File: src/rtl/pe_nic_pkg.sv
// pe_nic_pkg: register map and packet field positions shared by the NIC files.
package pe_nic_pkg;
    localparam logic [1:0] ADDR_IN_BUF   = 2'b00;
    localparam logic [1:0] ADDR_IN_STAT  = 2'b01;
    localparam logic [1:0] ADDR_OUT_BUF  = 2'b10;
    localparam logic [1:0] ADDR_OUT_STAT = 2'b11;
    localparam int VC_BIT  = 63;
    localparam int DIR_BIT = 62;
    localparam int HOP_MSB = 55;
    localparam int HOP_LSB = 48;
endpackage

File: src/rtl/nic_chan_buf.sv
// nic_chan_buf: one-entry channel buffer with full flag; load wins over clear.
module nic_chan_buf #(
    parameter int W = 64
) (
    input  logic         clk,
    input  logic         reset,
    input  logic         i_load,
    input  logic         i_clr,
    input  logic [W-1:0] i_d,
    output logic         o_full,
    output logic [W-1:0] o_q
);
    logic         r_full;
    logic [W-1:0] r_q;
    always_ff @(posedge clk or posedge reset) begin
        if (reset) begin
            r_full <= 1'b0;
            r_q    <= '0;
        end else if (i_load) begin
            r_full <= 1'b1;
            r_q    <= i_d;
        end else if (i_clr) begin
            r_full <= 1'b0;
        end
    end
    assign o_full = r_full;
    assign o_q    = r_q;
endmodule

File: src/rtl/pe_nic.sv
// pe_nic: processor network interface for the ring router PE port, one-entry buffer per direction.
// Defining NIC_DROP_CNT_EN adds a saturating dropped-write counter readable at the output status address.
module pe_nic #(
    parameter int DATA_W     = 64,
    parameter int VC_BIT     = pe_nic_pkg::VC_BIT,
    parameter int DROP_CNT_W = 8
) (
    input  logic              clk,
    input  logic              reset,
    input  logic [1:0]        addr,
    input  logic [DATA_W-1:0] d_in,
    output logic [DATA_W-1:0] d_out,
    input  logic              nicEn,
    input  logic              nicWrEn,
    input  logic              net_polarity,
    output logic              net_so,
    input  logic              net_ro,
    output logic [DATA_W-1:0] net_do,
    input  logic              net_si,
    output logic              net_ri,
    input  logic [DATA_W-1:0] net_di
);
    import pe_nic_pkg::*;

    logic                  w_rd, w_wr, w_wr_out;
    logic                  w_in_full, w_out_full;
    logic [DATA_W-1:0]     w_in_buf, w_out_buf, w_out_stat, w_rd_data;
    logic [DROP_CNT_W-1:0] w_drop_cnt;
    logic [DATA_W-1:0]     r_d_out;

    assign w_rd     = nicEn & ~nicWrEn;
    assign w_wr     = nicEn & nicWrEn;
    assign w_wr_out = w_wr & (addr == ADDR_OUT_BUF);

    // Inject only when the router phase matches the packet's virtual channel.
    assign net_so = w_out_full & net_ro & (net_polarity == w_out_buf[VC_BIT]);
    assign net_ri = ~w_in_full;
    assign net_do = w_out_buf;

    nic_chan_buf #(.W(DATA_W)) u_out_buf (
        .clk    (clk),
        .reset  (reset),
        .i_load (w_wr_out & ~w_out_full),
        .i_clr  (net_so),
        .i_d    (d_in),
        .o_full (w_out_full),
        .o_q    (w_out_buf)
    );

    nic_chan_buf #(.W(DATA_W)) u_in_buf (
        .clk    (clk),
        .reset  (reset),
        .i_load (net_si & ~w_in_full),
        .i_clr  (w_rd & (addr == ADDR_IN_BUF) & w_in_full),
        .i_d    (net_di),
        .o_full (w_in_full),
        .o_q    (w_in_buf)
    );

`ifdef NIC_DROP_CNT_EN
    logic [DROP_CNT_W-1:0] r_drop_cnt;
    always_ff @(posedge clk or posedge reset) begin
        if (reset)
            r_drop_cnt <= '0;
        else if (w_wr & (addr == ADDR_OUT_STAT))
            r_drop_cnt <= '0;
        else if (w_wr_out & w_out_full & ~&r_drop_cnt)
            r_drop_cnt <= r_drop_cnt + DROP_CNT_W'(1);
    end
    assign w_drop_cnt = r_drop_cnt;
`else
    assign w_drop_cnt = '0;
`endif

    assign w_out_stat = {{(DATA_W-1){1'b0}}, w_out_full} | (DATA_W'(w_drop_cnt) << 8);

    always_comb begin
        w_rd_data = (addr == ADDR_IN_BUF)  ? w_in_buf :
                    (addr == ADDR_IN_STAT) ? {{(DATA_W-1){1'b0}}, w_in_full} :
                    (addr == ADDR_OUT_BUF) ? w_out_buf : w_out_stat;
    end

    always_ff @(posedge clk or posedge reset) begin
        if (reset)
            r_d_out <= '0;
        else if (w_rd)
            r_d_out <= w_rd_data;
    end
    assign d_out = r_d_out;
endmodule

File: config.mk
export PLATFORM = sky130hd
export DESIGN_NAME = pe_nic
export DESIGN_NICKNAME = d
export VERILOG_FILES = /design/src/rtl/pe_nic_pkg.sv /design/src/rtl/nic_chan_buf.sv /design/src/rtl/pe_nic.sv
export SDC_FILE = /design/constraint.sdc
export NUM_CORES = 1
export LEC_CHECK = 0
export CORE_MARGIN = 2
export CORE_UTILIZATION = 41
export DETAILED_ROUTE_END_ITERATION = 10
export PLACE_DENSITY = 0.76
export SKIP_LAST_GASP = 1
export SLEW_MARGIN = 30
export SYNTH_ARGS = -nofsm -noshare
export SYNTH_HDL_FRONTEND = slang
export SYNTH_SLANG_ARGS = --single-unit
File: constraint.sdc
create_clock -name clk -period 6.2 [get_ports clk]
set_input_delay 0.62 -clock clk [delete_from_list [all_inputs] [get_ports clk]]
set_output_delay 0.62 -clock clk [all_outputs]
set_load 0.05 [all_outputs]
==> impl_metrics.py, run 1 <==
metrics = {
    "routing": {
        "via_count": 5267,
        "antenna_left": 0,
        "first_pass_iters": 4,
        "totalWireLength_mm": 18.6,
        "wire_per_inst_um": 17.4,
        "viasPerCell": 4.94,
        "first_iter_violations": 183,
        "drt_drc_violations_left": 0,
    },
    "clock_network": {
        "clk_latency_ns": 0.42,
        "postCtsHoldBufs": 0,
        "cts_setup_buffers": 0,
        "cts_tree": "yes",
        "cts.sinks": 194,
        "cts-resized-gates": 0,
        "clock_path_buffers": 2,
        "cts_made_buffers": 17,
        "cts-root-buf": "clkbuf_16",
        "htreeDepth": 4,
        "path_clk_slew_ns": 0.06,
    },
    "floorplanning": {
        "dieHeight_um": 142,
        "initial_core_util": 0.417,
        "fp-row-count": 50,
        "core_um2": 18700,
        "ioPinCount": 267,
        "dieArea_um2": 20200,
        "dieWidth_um": 142,
    },
    "timing": {
        "report.final.slew_viol_count": 0,
        "post-route-min-period_ns": 2.83,
        "finalCritPeriodShare": 0.456,
        "tns_ns": 0,
        "worst_pin_slew_ns": 0.918,
        "fmax_mhz": 353,
        "final_hold_viol_count": 0,
        "rsz0062_at_grt": "false",
        "relSlewSlack": 0.388,
        "skew_ns": 0.00657,
        "setup_viol": 0,
    },
    "yosys": {
        "syn-instance-count": 560,
        "yosysMostFrequentCell": "dfrtp_1",
        "ys_seq_area_frac": 0.622,
        "yosys.area.top_type": "dfrtp_1",
        "synthFlopType": "dfrtp_1",
        "syn_area_um2": 7810,
        "synth_common_cells": "dfrtp_1 (194), mux2_2 (110), mux2i_1 (63), nand2_1 (63), o21ai_0 (49)",
        "synth.distinct_cells": 24,
        "synth_top_area_share": 0.622,
        "ys_warn_count": 0,
        "synth_edf_count": 0,
        "syn_area_per_cell_um2": 13.9,
        "async_reset_ff_frac": 1.00,
        "yosys-top-cells-area": "dfrtp_1 (62%), mux2_2 (16%), mux2i_1 (8.1%), o21ai_0 (3.1%), nand2_1 (3.0%)",
        "syn_nets": 697,
        "synth_seq_cells": 194,
    },
    "critical_path": {
        "cp.required_ns": 5.58,
        "reg2reg_depth": 5,
        "worstPathArrival_ns": 2.21,
        "r2r_slack_ns": 4.15,
        "path_max_fanout": 2,
        "r2r-end": "u_out_buf.o_q[13]",
        "critPathCaptureType": "output pin",
        "crit_path_start_kind": "input port",
        "crit_type": "input port to output pin",
        "crit_path_start": "net_polarity",
        "r2r_start": "u_out_buf.o_full",
    },
    "placed_design": {
        "hpwl_mm": 12.7,
        "place_area_um2": 10700,
        "numPortBuffers": 266,
        "globalplace.congestion": 0.760,
    },
    "grt": {
        "grt_start_max_net_pins": 142,
        "antenna_found_initial": 2,
        "overflow": 0,
        "grt_pass1_vias": 5584,
        "grt_pass1_wl_mm": 29.9,
        "grt_use_total": 0.191,
    },
    "final_layout": {
        "utilization": 0.602,
        "fin_area_um2": 11300,
        "drive_gt1_frac": 0.188,
        "fin_nets": 955,
        "area_growth_pct": 44.1,
    },
    "power_and_ir_drop": {
        "max-vdd-ir-drop_v": 0.000282,
        "leakagePower_nw": 4.85,
        "power_density_nw_per_um2": 522,
        "power_w": 0.00588,
    },
    "run": {
        "cap_violations": 0,
    },
    "worst_hold_path": {
        "hold-path-endpoint": "d_out[6]",
        "hold_class": "flip-flop to flip-flop",
        "hold_depth": 2,
        "hp-start": "d_out[6]",
    },
    "status": {
        "status": "finished clean",
    },
}
[how the worst max path moves through the flow]
stage | end | depth (start not counted)
global route | net_so | 4
detailed placement | d_out[56] | 6
global placement | d_out[54] | 6
floorplan | d_out[0] | 1
finish | net_so | 4
CTS | net_so | 4
[area by class of cell]
| cell class | instances | area (um2) |
|---|---|---|
| Antenna cell | 2 | 5.00 |
| Clock buffer | 19 | 443 |
| Clock inverter | 13 | 128 |
| Fill cell | 1495 | 7450 |
| Inverter | 3 | 23.8 |
| Multi-Input combinational cell | 329 | 2760 |
| Sequential cell | 194 | 4850 |
| Tap cell | 234 | 293 |
| Timing Repair Buffer | 273 | 2750 |
[layer usage]
layer,track usage,vias up,part of all wire
li1,-,2480,-
met1,0.238,2605,0.42
met2,0.314,161,0.49
met3,0.0619,21,0.071
met4,0.0705,0,0.016
met5,0,-,0
[cell families after synthesis]
kind of cell,Yosys count,share of synthesized area
compound gates,65,0.0421
xor+xnor,1,0.00112
buf+inv,37,0.0268
flops,194,0.622
mux,193,0.270
simple gates,70,0.0386
[stage by stage]
| step | std cells | worst slack, ns | hold slack, ns |
|---|---|---|---|
| 2_1_floorplan | 560 | 0.296 | 0.476 |
| 3_3_place_gp | 1031 | 3.22 | 0.461 |
| 3_5_place_dp | 1033 | 3.15 | 0.469 |
| 4_1_cts | 1065 | 3.37 | 0.485 |
| 5_1_grt | 1066 | 3.33 | 0.501 |
| 6_report | 1067 | 3.37 | 0.478 |
[registers in the layout, summed over array words and instances, names as in the netlist]
signal	count
u_out_buf.o_q	64
d_out	64
u_out_buf.o_full	1
u_in_buf.o_full	1
u_in_buf.o_q	64
[critical path: stages]
cell	delay, ns
clkdlybuf4s50_1	0.47
xnor2_1	0.11
and3_1	0.20
clkdlybuf4s50_1	0.81
[placed cells by master (no fill, tap or decap), drive strengths merged]
| cell type | n |
|---|---|
| and3 | 1 |
| buf | 8 |
| bufinv | 1 |
| clkbuf | 19 |
| clkdlybuf4s50 | 265 |
| clkinv | 4 |
| clkinvlp | 4 |
| dfrtp | 194 |
| diode | 2 |
| inv | 7 |
| mux2 | 129 |
| mux2i | 63 |
| mux4 | 1 |
| nand2 | 63 |
| nand2b | 1 |
| nand4b | 1 |
| nor2 | 1 |
| nor2b | 1 |
| nor3 | 1 |
| o21ai | 63 |
| o21bai | 1 |
| o22ai | 1 |
| or2 | 1 |
| xnor2 | 1 |
[power by group]
group          internal [W]  switching (W)
clock              0.000573       0.000491
combinational       0.00107        0.00160
sequential          0.00180       0.000345
No activity file was read; power rests on OpenSTA's default activity.
==> run 2, diff against run 1 <==
clock period = 2.4 ns   (was 6.2 ns; I/O delays follow)
==> impl_metrics.py, run 2 (same netlist as run 1, synthesis figures left out) <==
metrics = {
    "power_and_ir_drop": {
        "power_density_nw_per_um2": 1350,
        "power_w": 0.0154,
        "leakagePower_nw": 4.91,
        "max-vdd-ir-drop_v": 0.000839,
    },
    "placed_design": {
        "place_inst": 1044,
        "hpwl_mm": 13.4,
        "globalplace.congestion": 0.748,
        "place_area_um2": 10800,
        "numPortBuffers": 266,
    },
    "final_layout": {
        "utilization": 0.607,
        "drive_gt1_frac": 0.198,
        "final_cell_mix": "clkdlybuf4s50_1 (264), dfrtp_1 (194), mux2_2 (110), mux2i_1 (63), nand2_1 (63)",
        "fin_area_um2": 11400,
        "final_common_cell": "clkdlybuf4s50_1",
        "fin_nets": 966,
        "stdcell_count": 1076,
        "area_growth_pct": 45.4,
        "diodes": 0,
    },
    "timing": {
        "finalCritPeriodShare": 0.848,
        "rsz0062_at_grt": "false",
        "post-route-min-period_ns": 2.04,
        "setup_viol": 0,
        "skew_ns": 0.0122,
        "report.final.slew_viol_count": 0,
        "worst_pin_slew_ns": 0.896,
        "relSlewSlack": 0.403,
        "fmax_mhz": 491,
        "tns_ns": 0,
        "final_hold_viol_count": 0,
    },
    "clock_network": {
        "cts_setup_buffers": 0,
        "cts-resized-gates": 0,
        "htreeDepth": 4,
        "clk_latency_ns": 0.43,
        "cts_made_buffers": 17,
        "postCtsHoldBufs": 0,
        "cts-root-buf": "clkbuf_16",
        "path_clk_slew_ns": 0.07,
        "cts.sinks": 194,
        "clock_path_buffers": 2,
        "cts_tree": "yes",
    },
    "critical_path": {
        "crit_type": "flip-flop to output pin",
        "critPathCaptureType": "output pin",
        "path_max_fanout": 3,
        "crit_path_start_kind": "flip-flop",
        "cp.required_ns": 2.16,
        "worstPathArrival_ns": 1.80,
    },
    "routing": {
        "totalWireLength_mm": 19.4,
        "first_pass_iters": 4,
        "drt_drc_violations_left": 0,
        "viasPerCell": 4.98,
        "via_count": 5357,
        "wire_per_inst_um": 18.0,
        "antenna_left": 0,
        "first_iter_violations": 132,
    },
    "floorplanning": {
        "dieHeight_um": 142,
        "ioPinCount": 267,
        "fp-row-count": 50,
        "dieWidth_um": 142,
        "dieArea_um2": 20200,
        "core_um2": 18700,
        "initial_core_util": 0.417,
    },
    "grt": {
        "grt_use_total": 0.197,
        "grt_pass1_wl_mm": 30.5,
        "grt_start_max_net_pins": 58,
        "overflow": 0,
        "grt_pass1_vias": 5526,
        "antenna_found_initial": 0,
    },
    "status": {
        "status": "finished clean",
    },
    "run": {
        "cap_violations": 0,
    },
    "worst_hold_path": {
        "hold_class": "input port to asynchronous set/reset pin",
    },
}
## run 2: cell types whose count changed in the layout (fill, tap and decap cells not counted), sizes merged
cell           before  now
buf                 8   20
bufinv              1    2
clkbuf             19   20
clkdlybuf4s50     265  264
clkinv              4    1
clkinvlp            4    6
diode               2    0
inv                 7    6
## run 2: final cells by class
| class | instances | area (um2) |
|---|---|---|
| tap | 234 | 293 |
| sequential | 194 | 4850 |
| inverter | 3 | 15.0 |
| timing repair buffer | 284 | 2840 |
| multi-input combinational | 329 | 2760 |
| clock buffer | 20 | 447 |
| fill | 1480 | 7350 |
| clock inverter | 12 | 149 |
## run 2: critical path, cell delays in order, from the launching register on
cell	delay [ns]
dfrtp_1	0.43
inv_1	0.09
clkdlybuf4s50_1	0.85
## run 2: worst paths after layout
path,endpoint,start,slack [ns],cells past startpoint
worst min register to register,d_out[29],d_out[29],0.48,2
worst max register to register,u_out_buf.o_q[62],u_out_buf.o_full,0.63,4
max in group asynchronous,d_out[2],reset,1.50,3
worst min-delay path,d_out[17],reset,0.17,2
worst max-delay path,net_ri,u_in_buf.o_full,0.36,2
min in group clk,u_out_buf.o_full,addr[1],0.29,3
## run 2: where the power goes
part	switching (W)	internal, W
sequential	0.000884	0.00464
combinational	0.00417	0.00280
clock	0.00130	0.00159
## run 2: layer usage
layer  vias to the layer above  wire length [um]  global-route usage
met2                       171              9500               0.324
met1                      2675              8160               0.252
met4                         0               341              0.0605
met3                        18              1380              0.0622
li1                       2493                 -                   -
met5                         -                 0                   0
## run 2: per-stage QoR
stage,hold WS (ns),worst slack (ns)
2_1_floorplan,0.329,-0.344
3_3_place_gp,0.460,0.439
3_5_place_dp,0.469,0.396
4_1_cts,0.158,0.332
5_1_grt,0.181,0.311
6_report,0.166,0.365
==> run 3, diff against run 2 <==
CORE_UTILIZATION = 46   (was 41)
PLACE_DENSITY = 0.81   (was 0.76)
clock period = 2.1 ns   (was 2.4 ns; I/O delays follow)
==> impl_metrics.py, run 3 (same netlist as run 1, synthesis figures left out) <==
metrics = {
    "grt": {
        "grt_pass1_wl_mm": 31.6,
        "grt_pass1_vias": 6033,
        "antenna_found_initial": 0,
        "grt_start_max_net_pins": 86,
        "overflow": 0,
        "use_met1": 0.268,
        "use_met2": 0.390,
        "grt_most_used_layer": "met2",
        "grt_use_total": 0.227,
        "grt_use_met3": 0.0741,
    },
    "final_layout": {
        "final_cell_mix": "clkdlybuf4s50_1 (263), dfrtp_1 (194), mux2_2 (110), mux2i_1 (63), nand2_1 (63)",
        "drive_gt1_frac": 0.195,
        "fillerInstances": 1186,
        "final_common_cell": "clkdlybuf4s50_1",
        "area_growth_pct": 45.6,
        "fin_nets": 964,
        "utilization": 0.686,
        "stdcell_count": 1060,
    },
    "power_and_ir_drop": {
        "power.internal_w": 0.0103,
        "p_clk_frac": 0.179,
        "power_density_nw_per_um2": 1550,
        "leakagePower_nw": 4.92,
        "power_frac_comb": 0.458,
        "p_sw_w": 0.00730,
        "swShare": 0.415,
        "max-vdd-ir-drop_v": 0.00102,
        "p_seq_frac": 0.363,
    },
    "clock_network": {
        "cts_tree": "yes",
        "path_clk_slew_ns": 0.07,
        "clk_latency_ns": 0.42,
        "cts_made_buffers": 17,
        "postCtsHoldBufs": 0,
        "htreeDepth": 4,
        "clock_path_buffers": 2,
        "cts.sinks": 194,
        "cts-root-buf": "clkbuf_16",
        "cts_setup_buffers": 0,
        "cts-resized-gates": 0,
    },
    "run": {
        "cap_violations": 0,
    },
    "critical_path": {
        "path_max_fanout": 4,
        "max_stage_delay_ns": 0.87,
        "critPathCaptureType": "output pin",
        "worstPathCellList": "clkdlybuf4s50_1",
        "crit_type": "flip-flop to output pin",
        "worstPathArrival_ns": 1.74,
        "worst-path-buf-inv": 1,
        "slowest_stage": "clkdlybuf4s50_1",
        "critical_path.top_delay_family": "buffers and inverters",
        "cp.required_ns": 1.89,
        "crit_path_start_kind": "flip-flop",
    },
    "timing": {
        "relSlewSlack": 0.541,
        "final_hold_viol_count": 0,
        "worst_pin_slew_ns": 0.689,
        "setup_viol": 0,
        "post-route-min-period_ns": 1.95,
        "fmax_mhz": 514,
        "report.final.slew_viol_count": 0,
        "rsz0062_at_grt": "false",
        "skew_ns": 0.00867,
        "finalCritPeriodShare": 0.926,
    },
    "routing": {
        "totalWireLength_mm": 20.0,
        "wire_per_inst_um": 18.9,
        "antenna_left": 0,
        "first_iter_violations": 248,
        "via_count": 5509,
        "drt_drc_violations_left": 0,
        "viasPerCell": 5.20,
        "first_pass_iters": 4,
    },
    "floorplanning": {
        "fp-row-count": 47,
        "dieArea_um2": 18000,
        "dieHeight_um": 134,
        "initial_core_util": 0.471,
        "core_um2": 16600,
        "dieWidth_um": 134,
        "ioPinCount": 267,
    },
    "placed_design": {
        "place_inst": 1028,
        "numPortBuffers": 266,
        "hpwl_mm": 14.2,
        "globalplace.congestion": 0.799,
    },
    "worst_hold_path": {
        "hold_class": "input port to asynchronous set/reset pin",
    },
    "status": {
        "status": "finished clean",
    },
}
run 3: cell types whose count changed in the layout (fill, tap and decap cells not counted), sizes merged:
cell / change
buf: -1
clkdlybuf4s50: -1
clkinv: +3
clkinvlp: -3
diode: +1
inv: -1
run 3: power by group through the flow:
stage	Combinational, W	Sequential [W]	Clock (W)
after detailed placement	0.00811	0.00646	0
final	0.00806	0.00639	0.00314
after floorplan	0.00211	0.00941	0
after global routing	0.00846	0.00659	0.00336
after global placement	0.00793	0.00635	0
after CTS	0.00814	0.00640	0.00321
run 3: routing by layer:
metal	routed length [um]	vias up
met5	0	-
met4	443	0
met3	1560	37
met2	10200	209
met1	7840	2780
li1	-	2483
run 3: worst paths after layout:
kind / startpoint / end / slack [ns] / cells past startpoint
max in group asynchronous: reset / u_out_buf.o_q[23] / 1.29 / 3
min in group clk: addr[1] / u_out_buf.o_full / 0.22 / 3
hold / removal: reset / u_out_buf.o_q[46] / 0.09 / 2
hold reg to reg: d_out[40] / d_out[40] / 0.48 / 2
setup / recovery: u_out_buf.o_q[63] / net_do[63] / 0.15 / 1
setup reg to reg: u_out_buf.o_full / u_out_buf.o_q[27] / 0.49 / 4
run 3: area by class of cell:
cell class,instances,area [um2],share of cell area
flip-flops and latches,194,4850,0.427
repair buffers,282,2900,0.255
multi-input cells,329,2760,0.242
clock buffers,20,437,0.0384
well taps,220,275,0.0242
clock inverters,11,129,0.0113
inverters,3,15.0,0.00132
diodes,1,2.50,0.000220
run 3: through the flow:
step | cell area [um2] | hold WS, ns | worst slack (ns) | TNS, ns | total power [W]
3_3_place_gp | 10800 | 0.462 | 0.301 | 0 | 0.0143
5_1_grt | 11400 | 0.0953 | 0.103 | 0 | 0.0184
6_report | 11400 | 0.0930 | 0.155 | 0 | 0.0176
2_1_floorplan | 7810 | 0.299 | -0.614 | -119.20 | 0.0115
3_5_place_dp | 10800 | 0.473 | 0.259 | 0 | 0.0146
4_1_cts | 11400 | 0.0846 | 0.126 | 0 | 0.0178
